[src/rtl/riscv32_mem_arbiter.sv]
// Arbitrates one single-ported unified memory between the fetch and load/store ports.
// One transaction at a time: IDLE -> ISSUE -> WAIT(MEM_LAT) -> IDLE, all outputs registered.
`timescale 1ns/1ps
module riscv32_mem_arbiter #(
  parameter int ADDR_W     = 32,
  parameter int DATA_W     = 32,
  parameter int MEM_LAT    = 1,
  parameter int STARVE_MAX = 4
) (
  input  logic              clk,
  input  logic              rst_n,
  input  logic              halted,
  input  logic              if_req,
  input  logic [ADDR_W-1:0] if_addr,
  output logic              if_gnt,
  output logic              if_rvalid,
  output logic [DATA_W-1:0] if_rdata,
  input  logic              d_req,
  input  logic              d_we,
  input  logic [ADDR_W-1:0] d_addr,
  input  logic [DATA_W-1:0] d_wdata,
  input  logic [3:0]        d_be,
  output logic              d_gnt,
  output logic              d_rvalid,
  output logic [DATA_W-1:0] d_rdata,
  output logic              mem_en,
  output logic              mem_we,
  output logic [ADDR_W-1:0] mem_addr,
  output logic [DATA_W-1:0] mem_wdata,
  output logic [3:0]        mem_be,
  input  logic [DATA_W-1:0] mem_rdata,
  output logic              busy
);
  localparam logic [1:0] S_IDLE  = 2'd0;
  localparam logic [1:0] S_ISSUE = 2'd1;
  localparam logic [1:0] S_WAIT  = 2'd2;
  localparam logic [3:0] LP_LAT  = MEM_LAT[3:0];
  localparam logic [3:0] LP_SMAX = STARVE_MAX[3:0];

  logic [1:0]        r_state;
  logic [3:0]        r_lat_cnt;
  logic [3:0]        r_starve;
  logic              r_win_d, r_win_we;
  logic              r_if_gnt, r_if_rvalid, r_d_gnt, r_d_rvalid;
  logic              r_mem_en, r_mem_we, r_busy;
  logic [DATA_W-1:0] r_if_rdata, r_d_rdata, r_mem_wdata;
  logic [ADDR_W-1:0] r_mem_addr;
  logic [3:0]        r_mem_be;

  logic w_go, w_pick_d;
  // Data wins a tie unless fetch has been passed over STARVE_MAX times in a row.
  assign w_go     = (if_req | d_req) & ~halted;
  assign w_pick_d = d_req & (~if_req | (r_starve != LP_SMAX));

  always_ff @(posedge clk or negedge rst_n) begin
    if (!rst_n) begin
      r_state     <= S_IDLE;
      r_lat_cnt   <= '0;
      r_starve    <= '0;
      r_win_d     <= 1'b0;
      r_win_we    <= 1'b0;
      r_if_gnt    <= 1'b0;
      r_if_rvalid <= 1'b0;
      r_d_gnt     <= 1'b0;
      r_d_rvalid  <= 1'b0;
      r_mem_en    <= 1'b0;
      r_mem_we    <= 1'b0;
      r_busy      <= 1'b0;
      r_if_rdata  <= '0;
      r_d_rdata   <= '0;
      r_mem_wdata <= '0;
      r_mem_addr  <= '0;
      r_mem_be    <= '0;
    end else begin
      r_if_gnt    <= 1'b0;
      r_d_gnt     <= 1'b0;
      r_if_rvalid <= 1'b0;
      r_d_rvalid  <= 1'b0;
      r_mem_en    <= 1'b0;
      r_mem_we    <= 1'b0;
      case (r_state)
        S_IDLE: begin
          if (!if_req) r_starve <= '0;
          if (w_go) begin
            r_state  <= S_ISSUE;
            r_busy   <= 1'b1;
            r_mem_en <= 1'b1;
            r_win_d  <= w_pick_d;
            r_win_we <= w_pick_d & d_we;
            if (w_pick_d) begin
              r_d_gnt     <= 1'b1;
              r_mem_we    <= d_we;
              r_mem_addr  <= d_addr;
              r_mem_wdata <= d_wdata;
              r_mem_be    <= d_we ? d_be : 4'hF;
              // A data win with fetch waiting implies r_starve < STARVE_MAX.
              if (if_req) r_starve <= r_starve + 4'd1;
            end else begin
              r_if_gnt   <= 1'b1;
              r_mem_addr <= if_addr;
              r_mem_be   <= 4'hF;
              r_starve   <= '0;
            end
          end
        end
        S_ISSUE: begin
          r_state   <= S_WAIT;
          r_lat_cnt <= LP_LAT;
        end
        S_WAIT: begin
          r_lat_cnt <= r_lat_cnt - 4'd1;
          if (r_lat_cnt == 4'd1) begin
            r_state <= S_IDLE;
            r_busy  <= 1'b0;
            if (r_win_d) begin
              r_d_rvalid <= 1'b1;
              r_d_rdata  <= r_win_we ? '0 : mem_rdata;
            end else begin
              r_if_rvalid <= 1'b1;
              r_if_rdata  <= mem_rdata;
            end
          end
        end
        default: begin
          r_state <= S_IDLE;
          r_busy  <= 1'b0;
        end
      endcase
    end
  end

  assign if_gnt    = r_if_gnt;
  assign if_rvalid = r_if_rvalid;
  assign if_rdata  = r_if_rdata;
  assign d_gnt     = r_d_gnt;
  assign d_rvalid  = r_d_rvalid;
  assign d_rdata   = r_d_rdata;
  assign mem_en    = r_mem_en;
  assign mem_we    = r_mem_we;
  assign mem_addr  = r_mem_addr;
  assign mem_wdata = r_mem_wdata;
  assign mem_be    = r_mem_be;
  assign busy      = r_busy;
endmodule

[config.mk]
export PLATFORM = sky130hd
export DESIGN_NAME = riscv32_mem_arbiter
export DESIGN_NICKNAME = d
export VERILOG_FILES = /design/src/rtl/riscv32_mem_arbiter.sv
export SDC_FILE = /design/constraint.sdc
export NUM_CORES = 1
export LEC_CHECK = 0
export BUFFER_PORTS_ARGS = -buffer_cell sky130_fd_sc_hd__buf_4
export CORE_UTILIZATION = 45
export CTS_CLUSTER_SIZE = 12
export DETAILED_ROUTE_END_ITERATION = 16
export PLACE_DENSITY = 0.76
export SYNTH_ARGS = -nofsm -noshare
export SYNTH_HDL_FRONTEND = slang
export SYNTH_SLANG_ARGS = --single-unit
[constraint.sdc]
create_clock -name clk -period 2.47 [get_ports clk]
set_clock_uncertainty 0.1 [all_clocks]
set_input_delay 0.1235 -clock clk [delete_from_list [all_inputs] [get_ports clk]]
set_output_delay 0.1235 -clock clk [all_outputs]
set_load 0.01 [all_outputs]
==> results of run 1 <==
[kinds of logic (layout without fill, tap and decap cells)]
| group | count (synthesis) | after routing | synth area share |
|---|---|---|---|
| AND/OR/NAND/NOR | 130 | 130 | 0.116 |
| flip-flops | 151 | 151 | 0.573 |
| multiplexers | 98 | 98 | 0.167 |
| adder cells (fa/ha/maj) | 7 | 7 | 0.0133 |
| buffers and inverters | 57 | 470 | 0.0417 |
| AO/OA/AOI/OAI | 89 | 89 | 0.0891 |
[metal layers]
layer,global-route usage,part of all wire
met5,0,0
met1,0.297,0.37
met2,0.481,0.52
met3,0.0798,0.073
met4,0.146,0.042
[cells in the final DEF (no fill, tap or decap), types with 2 or more instances in the layout]
cell type        n
dfrtp_1        151
clkinv_2         3
o21ai_0         37
a22o_1           2
nor2b_1         33
o211ai_1        32
dlygate4sd3_1  135
inv_1           12
ha_1             7
nand4_1         32
nand2b_1         2
clkbuf_1         2
clkbuf_16       17
and3_1           3
nor3_1           5
buf_4          286
a21oi_1          2
clkinv_4         2
mux2_2          85
clkinvlp_4       3
nand2_1          6
bufinv_16        3
nand3_1         34
mux2_1          13
buf_12           3
nor2_1           4
a2bb2oi_1        4
[repair_timing]
| item | CTS | global route |
|---|---|---|
| gates resized for setup | 0 | 3 |
| endpoints found under the hold margin | 201 | 0 |
| hold buffers | 135 | 0 |
| endpoints found under the setup margin | 0 | 8 |
[flip-flops by register name, indices dropped and copies added, names as in the netlist]
signal / count
busy: 1
r_starve: 4
mem_we: 1
r_state: 2
r_lat_cnt: 4
d_rdata: 32
if_rvalid: 1
if_gnt: 1
r_win_we: 1
if_rdata: 32
mem_en: 1
r_win_d: 1
mem_wdata: 32
mem_addr: 32
d_rvalid: 1
d_gnt: 1
mem_be: 4
[power groups by stage]
stage | sequential [mW] | clock [mW] | combinational, mW
4_1_cts | 4.36 | 2.62 | 5.24
5_1_grt | 4.52 | 2.73 | 5.69
2_1_floorplan | 4.79 | 0 | 2.00
6_report | 4.38 | 2.57 | 5.30
3_3_place_gp | 4.31 | 0 | 4.82
3_5_place_dp | 4.37 | 0 | 4.99
[worst max-delay path: cells and delay by family, from the launching register on]
family	cells	cell delay, ns
compound gates	1	0.20
buf+inv	3	0.93
simple gates	2	0.35
fa+ha+maj	1	0.27
flops	1	0.40
[cell type report]
cell class	instances	share of cell area
timing repair buffer	426	0.333
multi-input combinational	324	0.237
tap	180	0.0209
inverter	13	0.00453
sequential	151	0.351
clock inverter	12	0.0143
clock buffer	19	0.0402
[worst paths after layout]
kind	depth (start not counted)	slack, ns	to
worst max-delay path	7	0.13	mem_addr[21]
worst min-delay path	3	0.02	r_starve[3]
worst max register to register	7	0.13	mem_addr[21]
worst min register to register	1	0.39	mem_wdata[30]
max in group asynchronous	3	1.40	if_rdata[21]
min in group asynchronous	2	0.10	d_rdata[2]
==> results.ini, run 1 <==
[outcome]
status=complete, no violations

[sta]
finalWorstSetupSlack_ns=0.129
setup_viol=0
holdWs_ns=0.0216
finalHoldViolCount=0
slew_headroom=0.151
setup_tns_ns=0
slew_viol_final=0
fmax_mhz=427
period_share=0.948
min_period_ns=2.34
worst_slew_pin_slew_ns=1.27

[setup_path]
arrival_ns=2.59
cp.required_ns=2.72
endpoint_kind=flop
path_max_fanout=44
crit_type=reg2reg
slowest_delay_ns=0.58
start_kind=flop
crit_chain=inv_1 > ha_1 > and2b_2 > buf_8 > nand3_1 > o211ai_1 > dlygate4sd3_1
rr_startpoint=r_state[0]
crit_start=r_state[0]
cp_slowest_cell=dlygate4sd3_1

[power_and_ir_drop]
ir_drop_uv=589
leakage_nw=4.95
power_mw=12.2
pwr-share-comb=0.432
switchingPower_mw=4.09
power_frac_clock=0.210
sw_frac_of_total=0.334
internal-power_mw=8.16
p_per_area_nw_per_um2=1140
seq_power_share=0.358

[synth]
synth_nets=677
synth_top_area_frac=0.573
ys_ff_latch=151
synthCells=532
synth_top_cell_by_area=dfrtp_1
yosysSeqAreaShare=0.573
yosysWarnings=0
synthArstFlopShare=1.00
synth.most_common_cell=dfrtp_1
yosysUniqueCellTypes=45
synth.avg_cell_area_sq_um=12.4
synthFlopType=dfrtp_1
synth.area.top_cells=dfrtp_1 (57%), mux2_2 (15%), o211ai_1 (3.6%), nor2b_1 (3.1%), nand4_1 (3.0%)
synth_edf_count=0
yosys-top-cells-count=dfrtp_1 (151), mux2_2 (85), o21ai_0 (37), nand3_1 (34), nor2b_1 (33)
synth_area_sq_um=6600

[placed_design]
placed_cell_area_sq_um=8830
globalplace.congestion=0.839
place_ws_ns=0.407
dp_hpwl_microns=12400
portBuffers=276
post-place-cells=959

[global_route]
grt-ovfl-total=0
grt_pass1_wl_microns=31400
grt_pass1_vias=6455
grt_max_degree=52
antenna_found_initial=0
grt_usage=0.273

[route]
final_antenna_net_count=0
vias_per_cell=5.44
wl_microns=20400
wl_per_cell_microns=18.1
drcViolationCount=0
drt_iter0_drc=369
via_count=6121
first_pass_iters=5

[clocking]
postCtsSetupRepairBufs=0
numClockSinks=151
cts-buffers-inserted=17
cts_tree=yes
cts.root.buffer_cell=clkbuf_16
clk_path_buf_depth=2
cts_max_level=4
cts.reportedPaths.clkPinSlew_ns=0.06
clock_latency_ns=0.42

[finish]
final_cells=1125
fillerInstances=836
final_core_util=0.764
final_area_sq_um=10800
final-seq-area_sq_um=3780
drive_gt1_frac=0.437
antenna_cells=0
multi_input_area_sq_um=2550
syn_to_final_growth_pct=63.3
nets=1078

[floorplan]
die_w_microns=123
num_io_pins=277
fp.dieH_microns=123
die_area_sq_um=15100
rows=43
start_util=0.468
core_area_sq_um=14100

[hold_path]
worstHoldPathType=in2reg
min-delay-start=if_req

[run]
maxCapViolCount=0

No activity file was read; power rests on OpenSTA's default activity.
==> inputs of run 2 (changes only) <==
--- a/config.mk
+++ b/config.mk
@@ -6,7 +6,9 @@
 export NUM_CORES = 1
 export LEC_CHECK = 0
 export BUFFER_PORTS_ARGS = -buffer_cell sky130_fd_sc_hd__buf_4
+export CAP_MARGIN = 20
 export CORE_UTILIZATION = 45
+export CTS_BUF_LIST = sky130_fd_sc_hd__clkbuf_4 sky130_fd_sc_hd__clkbuf_8 sky130_fd_sc_hd__clkbuf_16
 export CTS_CLUSTER_SIZE = 12
 export DETAILED_ROUTE_END_ITERATION = 16
 export PLACE_DENSITY = 0.76
==> run 2 against run 1 <==
Net effect: sequential cell count stayed put; power up 1.4%; register-to-register slack is essentially flat; first-iteration DRC count up 34%; die area did not move; cell area grew 0.57%; worst hold slack gained 0.050 ns; core utilization up 0.43 points; critical endpoint is now r_starve[2]; largest cell class unchanged.
==> results.ini, run 2 (synthesis results as in run 1) <==
[outcome]
status=complete, no violations

[hold_path]
hold_depth=3  ; unchanged
min_to=mem_be[3]
worstHoldPathType=in2reg
min-delay-start=d_we

[global_route]
grt_pass1_vias=6465  ; +0.15%
grt-ovfl-total=0  ; unchanged
antenna_found_initial=0  ; unchanged
grt_max_degree=52  ; unchanged
grt_pass1_wl_microns=32400  ; +3.2%
grt_usage=0.282  ; +0.00830

[route]
drcViolationCount=0  ; unchanged
drt_iter0_drc=496  ; +34%
via_count=6120  ; -0.016%
wl_per_cell_microns=18.4  ; +1.7%
vias_per_cell=5.43  ; -0.28%
final_antenna_net_count=0  ; unchanged
first_pass_iters=8  ; +3
wl_microns=20800  ; +2.0%

[finish]
final-seq-area_sq_um=3780  ; unchanged
final_cell_mix=buf_4 (286), dfrtp_1 (151), dlygate4sd3_1 (136), mux2_2 (85), o21ai_0 (37)
multi_input_area_sq_um=2550  ; about the same
nets=1080  ; +0.19%
syn_to_final_growth_pct=64.2
drive_gt1_frac=0.440  ; +0.00330
final_core_util=0.769  ; +0.00435
fillerInstances=832  ; -0.48%
layout_commonest_cell=buf_4

[clocking]
cts.reportedPaths.clkPinSlew_ns=0.06  ; about the same
postCtsSetupRepairBufs=0  ; unchanged
cts.root.buffer_cell=clkbuf_16
numClockSinks=151  ; unchanged
cts-buffers-inserted=17  ; unchanged
cts_max_level=4  ; unchanged
cts_tree=yes
clk_path_buf_depth=2  ; unchanged
clock_latency_ns=0.42  ; about the same

[floorplan]
start_util=0.468  ; unchanged
core_area_sq_um=14100  ; unchanged
die_w_microns=123  ; unchanged
fp.dieH_microns=123  ; unchanged
rows=43  ; unchanged
die_area_sq_um=15100  ; unchanged
num_io_pins=277  ; unchanged

[setup_path]
endpoint_kind=flop
cp_slowest_cell=dlygate4sd3_1
rr_startpoint=r_state[0]
start_kind=flop
r2r_slack_ns=0.14  ; about the same
crit_chain=inv_1 > ha_2 > and2b_2 > buf_8 > a32oi_1 > o221ai_1 > dlygate4sd3_1
arrival_ns=2.59  ; about the same
ff2ff_path_depth=7  ; unchanged
path_max_fanout=44  ; unchanged
cp.required_ns=2.73  ; about the same
reg2reg_to=r_starve[2]
slowest_delay_ns=0.58  ; about the same
crit_type=reg2reg

[sta]
slew_viol_final=0  ; unchanged
slew_headroom=0.557  ; +0.406
period_share=0.943  ; -0.00494
finalHoldViolCount=0  ; unchanged
min_period_ns=2.33  ; -0.0122 ns
fmax_mhz=429  ; +0.52%
grt_setup_unrepaired=false
setup_viol=0  ; unchanged
setup_tns_ns=0  ; unchanged
worst_slew_pin_slew_ns=0.664  ; -0.609 ns

[power_and_ir_drop]
pwr-share-comb=0.429  ; -0.003
leakage_nw=4.97  ; +0.47%
p_per_area_nw_per_um2=1150  ; +0.86%
internal-power_mw=8.30  ; +1.6%
seq_power_share=0.352  ; -0.006
switchingPower_mw=4.13  ; +1.0%
sw_frac_of_total=0.332  ; -0.00137
power_frac_clock=0.219  ; +0.009
ir_drop_uv=569  ; -3.4%

[placed_design]
dp_hpwl_microns=12500  ; +0.65%
globalplace.congestion=0.839  ; unchanged
portBuffers=276  ; unchanged

[run]
maxCapViolCount=0  ; unchanged

-- run 2: cell count changes in the layout (fill, tap and decap cells not counted) --
cell           delta
clkinv_4          -1
clkbuf_4          +2
diode_2           +1
ha_1              -1
clkinvlp_4        +1
clkbuf_1          -2
bufinv_16         +1
dlygate4sd3_1     +1
buf_8             +1
ha_2              +1
clkinv_2          -1
-- run 2: through the flow --
step           hold WS, ns  total power, mW  instance area, sq um  std cells  setup slack, ns
2_1_floorplan       -0.272             6.79                  6600        532            0.511
3_3_place_gp      -0.00728             9.13                  8830        959            0.479
3_5_place_dp       0.00146             9.36                  8840        960            0.395
4_1_cts             0.0538             12.4                 10800       1127           0.0577
5_1_grt             0.0852             13.1                 10800       1127           0.0265
6_report            0.0717             12.4                 10800       1128            0.141
-- run 2: worst max path at each step --
stage / slack [ns] / from / end
floorplan: 0.51 / r_lat_cnt[1] / if_rdata[3]
global placement: 0.48 / r_state[0] / mem_wdata[23]
detailed placement: 0.40 / r_state[0] / mem_wdata[21]
CTS: 0.06 / r_state[0] / r_starve[2]
global route: 0.03 / r_state[1] / r_starve[2]
finish: 0.14 / r_state[0] / r_starve[2]
-- run 2: area by class of cell --
type | instances | area share
Clock inverter | 12 | 0.0164
Timing Repair Buffer | 428 | 0.333
Inverter | 13 | 0.00450
Clock buffer | 19 | 0.0407
Multi-Input combinational cell | 324 | 0.235
Tap cell | 180 | 0.0208
Sequential cell | 151 | 0.349
Antenna cell | 1 | 0.000231
-- run 2: worst max-delay path: cells and delay by family (launching register included) --
kind / cells / cell delay [ns]
buffers and inverters: 3 / 0.93
DFF: 1 / 0.40
and+or+nand+nor: 1 / 0.20
adders and majority gates: 1 / 0.25
AOI/OAI and AO/OA: 2 / 0.38
-- run 2: power by group through the flow --
stage	registers, mW	logic [mW]	clock network [mW]
CTS	4.35	5.25	2.76
finish	4.37	5.33	2.72
floorplan	4.79	2.00	0
global route	4.52	5.72	2.88
global placement	4.31	4.82	0
detailed placement	4.36	5.00	0
-- run 2: per-layer routing --
layer  routed length [microns]  GRT usage  up-vias  share of wire
met5                         0          0        -              0
met1                      7440      0.310     2963           0.36
met3                      1510     0.0747       75          0.073
met4                       935      0.157        0          0.045
li1                          -          -     2732              -
met2                     10900      0.493      350           0.52
-- run 2: what timing repair did --
action,in CTS,in global routing
hold buffers,136,0
gates resized for setup,0,4
endpoints found under the hold margin,220,0
endpoints found under the setup margin,0,8
==> inputs of run 3 (changes only) <==
--- a/config.mk
+++ b/config.mk
@@ -7,6 +7,7 @@
 export LEC_CHECK = 0
 export BUFFER_PORTS_ARGS = -buffer_cell sky130_fd_sc_hd__buf_4
 export CAP_MARGIN = 20
+export CORE_ASPECT_RATIO = 0.7
 export CORE_UTILIZATION = 45
 export CTS_BUF_LIST = sky130_fd_sc_hd__clkbuf_4 sky130_fd_sc_hd__clkbuf_8 sky130_fd_sc_hd__clkbuf_16
 export CTS_CLUSTER_SIZE = 12
==> run 3 against run 2 <==
Net effect: critical path depth fell by 1; largest cell class unchanged; core utilization fell by 0.22 points; combinational power fell by 2%; clock power fell by 4%; first-iteration DRC count fell by 24%; worst setup slack improved by 0.10 ns.
==> results.ini, run 3 (synthesis results as in run 1) <==
[power_and_ir_drop]
power_mw=12.2  ; -1.5%
p_per_area_nw_per_um2=1130  ; -1.2%
leakage_nw=4.95  ; -0.46%
ir_drop_uv=556  ; -2.3%

[setup_path]
start_kind=flop
crit_chain=inv_1 > ha_1 > and2b_2 > buf_4 > nand3_1 > o211ai_1
cp.required_ns=2.68  ; -0.05 ns
slowest_delay_ns=0.52  ; -0.06 ns
arrival_ns=2.43  ; -0.16 ns
crit_type=reg2reg
endpoint_kind=flop
cp_slowest_cell=buf_4
path_max_fanout=65  ; +48%

[clocking]
postCtsSetupRepairBufs=0  ; unchanged
clock_latency_ns=0.41  ; about the same
cts.root.buffer_cell=clkbuf_16
cts_max_level=4  ; unchanged
cts.reportedPaths.clkPinSlew_ns=0.06  ; about the same
clk_path_buf_depth=2  ; unchanged
numClockSinks=151  ; unchanged
cts-buffers-inserted=17  ; unchanged
cts_tree=yes
post_cts_resized=0  ; unchanged

[floorplan]
num_io_pins=277  ; unchanged
start_util=0.468  ; about the same
fp.dieH_microns=103  ; -16%
die_w_microns=147  ; +19%
die_area_sq_um=15200  ; about the same
rows=36  ; -16%
core_area_sq_um=14100  ; about the same

[global_route]
grt_max_degree=66  ; +27%
grt-ovfl-total=0  ; unchanged
antenna_found_initial=1  ; +1
grt_pass1_wl_microns=33300  ; +2.9%
grt_pass1_vias=6498  ; +0.51%
grt_usage=0.285  ; +0.00297

[route]
highest_layer=met4
wl_microns=21300  ; +2.5%
first_pass_iters=5  ; -3
final_antenna_net_count=0  ; unchanged
wl_per_cell_microns=18.8  ; +1.9%
vias_per_cell=5.41  ; -0.33%
drcViolationCount=0  ; unchanged
routed-wl-met2_microns=11200  ; +3.2%
wl_met1_microns=8170  ; +9.8%
drt_iter0_drc=376  ; -24%
via_count=6132  ; +0.20%
wl_met3_microns=1180  ; -22%

[finish]
layout_commonest_cell=buf_4
final_area_sq_um=10800  ; -0.26%
final-seq-area_sq_um=3780  ; unchanged
fillerInstances=877  ; +5.4%
final_core_util=0.766  ; -0.00218
multi_input_area_sq_um=2550  ; about the same
final_cell_mix=buf_4 (286), dfrtp_1 (151), dlygate4sd3_1 (135), mux2_2 (85), o21ai_0 (37)
syn_to_final_growth_pct=63.8
nets=1078  ; -0.19%
drive_gt1_frac=0.438  ; -0.00237
final_cells=1134  ; +0.53%

[sta]
slew_viol_final=0  ; unchanged
holdWs_ns=0.0903  ; +0.0186 ns
setup_tns_ns=0  ; unchanged
grt_setup_unrepaired=false
worst_slew_pin_slew_ns=0.647  ; -0.0166 ns
setup_viol=0  ; unchanged
slew_headroom=0.569  ; +0.0116
fmax_mhz=449  ; +4.5%
period_share=0.902  ; -0.0409
min_period_ns=2.23  ; -0.101 ns
finalWorstSetupSlack_ns=0.243  ; +0.101 ns
finalHoldViolCount=0  ; unchanged

[placed_design]
dp_hpwl_microns=12500  ; -0.25%
globalplace.congestion=0.800  ; -4.5%
placed_cell_area_sq_um=8860  ; +0.25%
place_ws_ns=0.426  ; +0.0310 ns
portBuffers=276  ; unchanged
post-place-cells=969  ; +0.94%

[run]
maxCapViolCount=0  ; unchanged

[outcome]
status=complete, no violations

[hold_path]
worstHoldPathType=in2async

-- run 3: layout make-up --
| cell class | instances | share of cell area |
|---|---|---|
| diodes | 1 | 0.000232 |
| clock buffers | 20 | 0.0426 |
| clock inverters | 9 | 0.0118 |
| inverters | 13 | 0.00452 |
| multi-input cells | 324 | 0.236 |
| flip-flops and latches | 151 | 0.350 |
| well taps | 190 | 0.0220 |
| repair buffers | 426 | 0.333 |
-- run 3: path summary, 6_finish.rpt --
kind | to | slack (ns) | cells past startpoint | startpoint
hold reg to reg | if_rdata[31] | 0.39 | 1 | if_rdata[31]
min in group clk | mem_be[2] | 0.12 | 3 | d_we
hold / removal | mem_wdata[30] | 0.09 | 2 | rst_n
max in group asynchronous | if_rdata[8] | 1.45 | 3 | rst_n
setup / recovery | mem_addr[8] | 0.24 | 6 | r_state[0]
setup reg to reg | mem_addr[8] | 0.24 | 6 | r_state[0]
-- run 3: metal layers --
layer | up-vias | global-route usage
li1 | 2735 | -
met1 | 3047 | 0.321
met2 | 290 | 0.524
met3 | 60 | 0.0544
met4 | 0 | 0.153
met5 | - | 0
-- run 3: repair_timing --
item                                    in CTS  in global routing
endpoints found under the hold margin      285                  0
endpoints found under the setup margin       0                  0
hold buffers                               135                  0
-- run 3: critical path, delay by kind of cell (launching register included) --
family | cells | cell delay [ns]
compound gates | 1 | 0.28
simple gates | 2 | 0.40
fa+ha+maj | 1 | 0.30
buf+inv | 2 | 0.62
flops | 1 | 0.41
-- run 3: power by group --
group	total (mW)	internal, mW	switching (mW)
Combinational	5.25	2.84	2.41
Clock	2.60	1.63	0.968
Sequential	4.39	3.66	0.727
Total	12.2	8.14	4.10
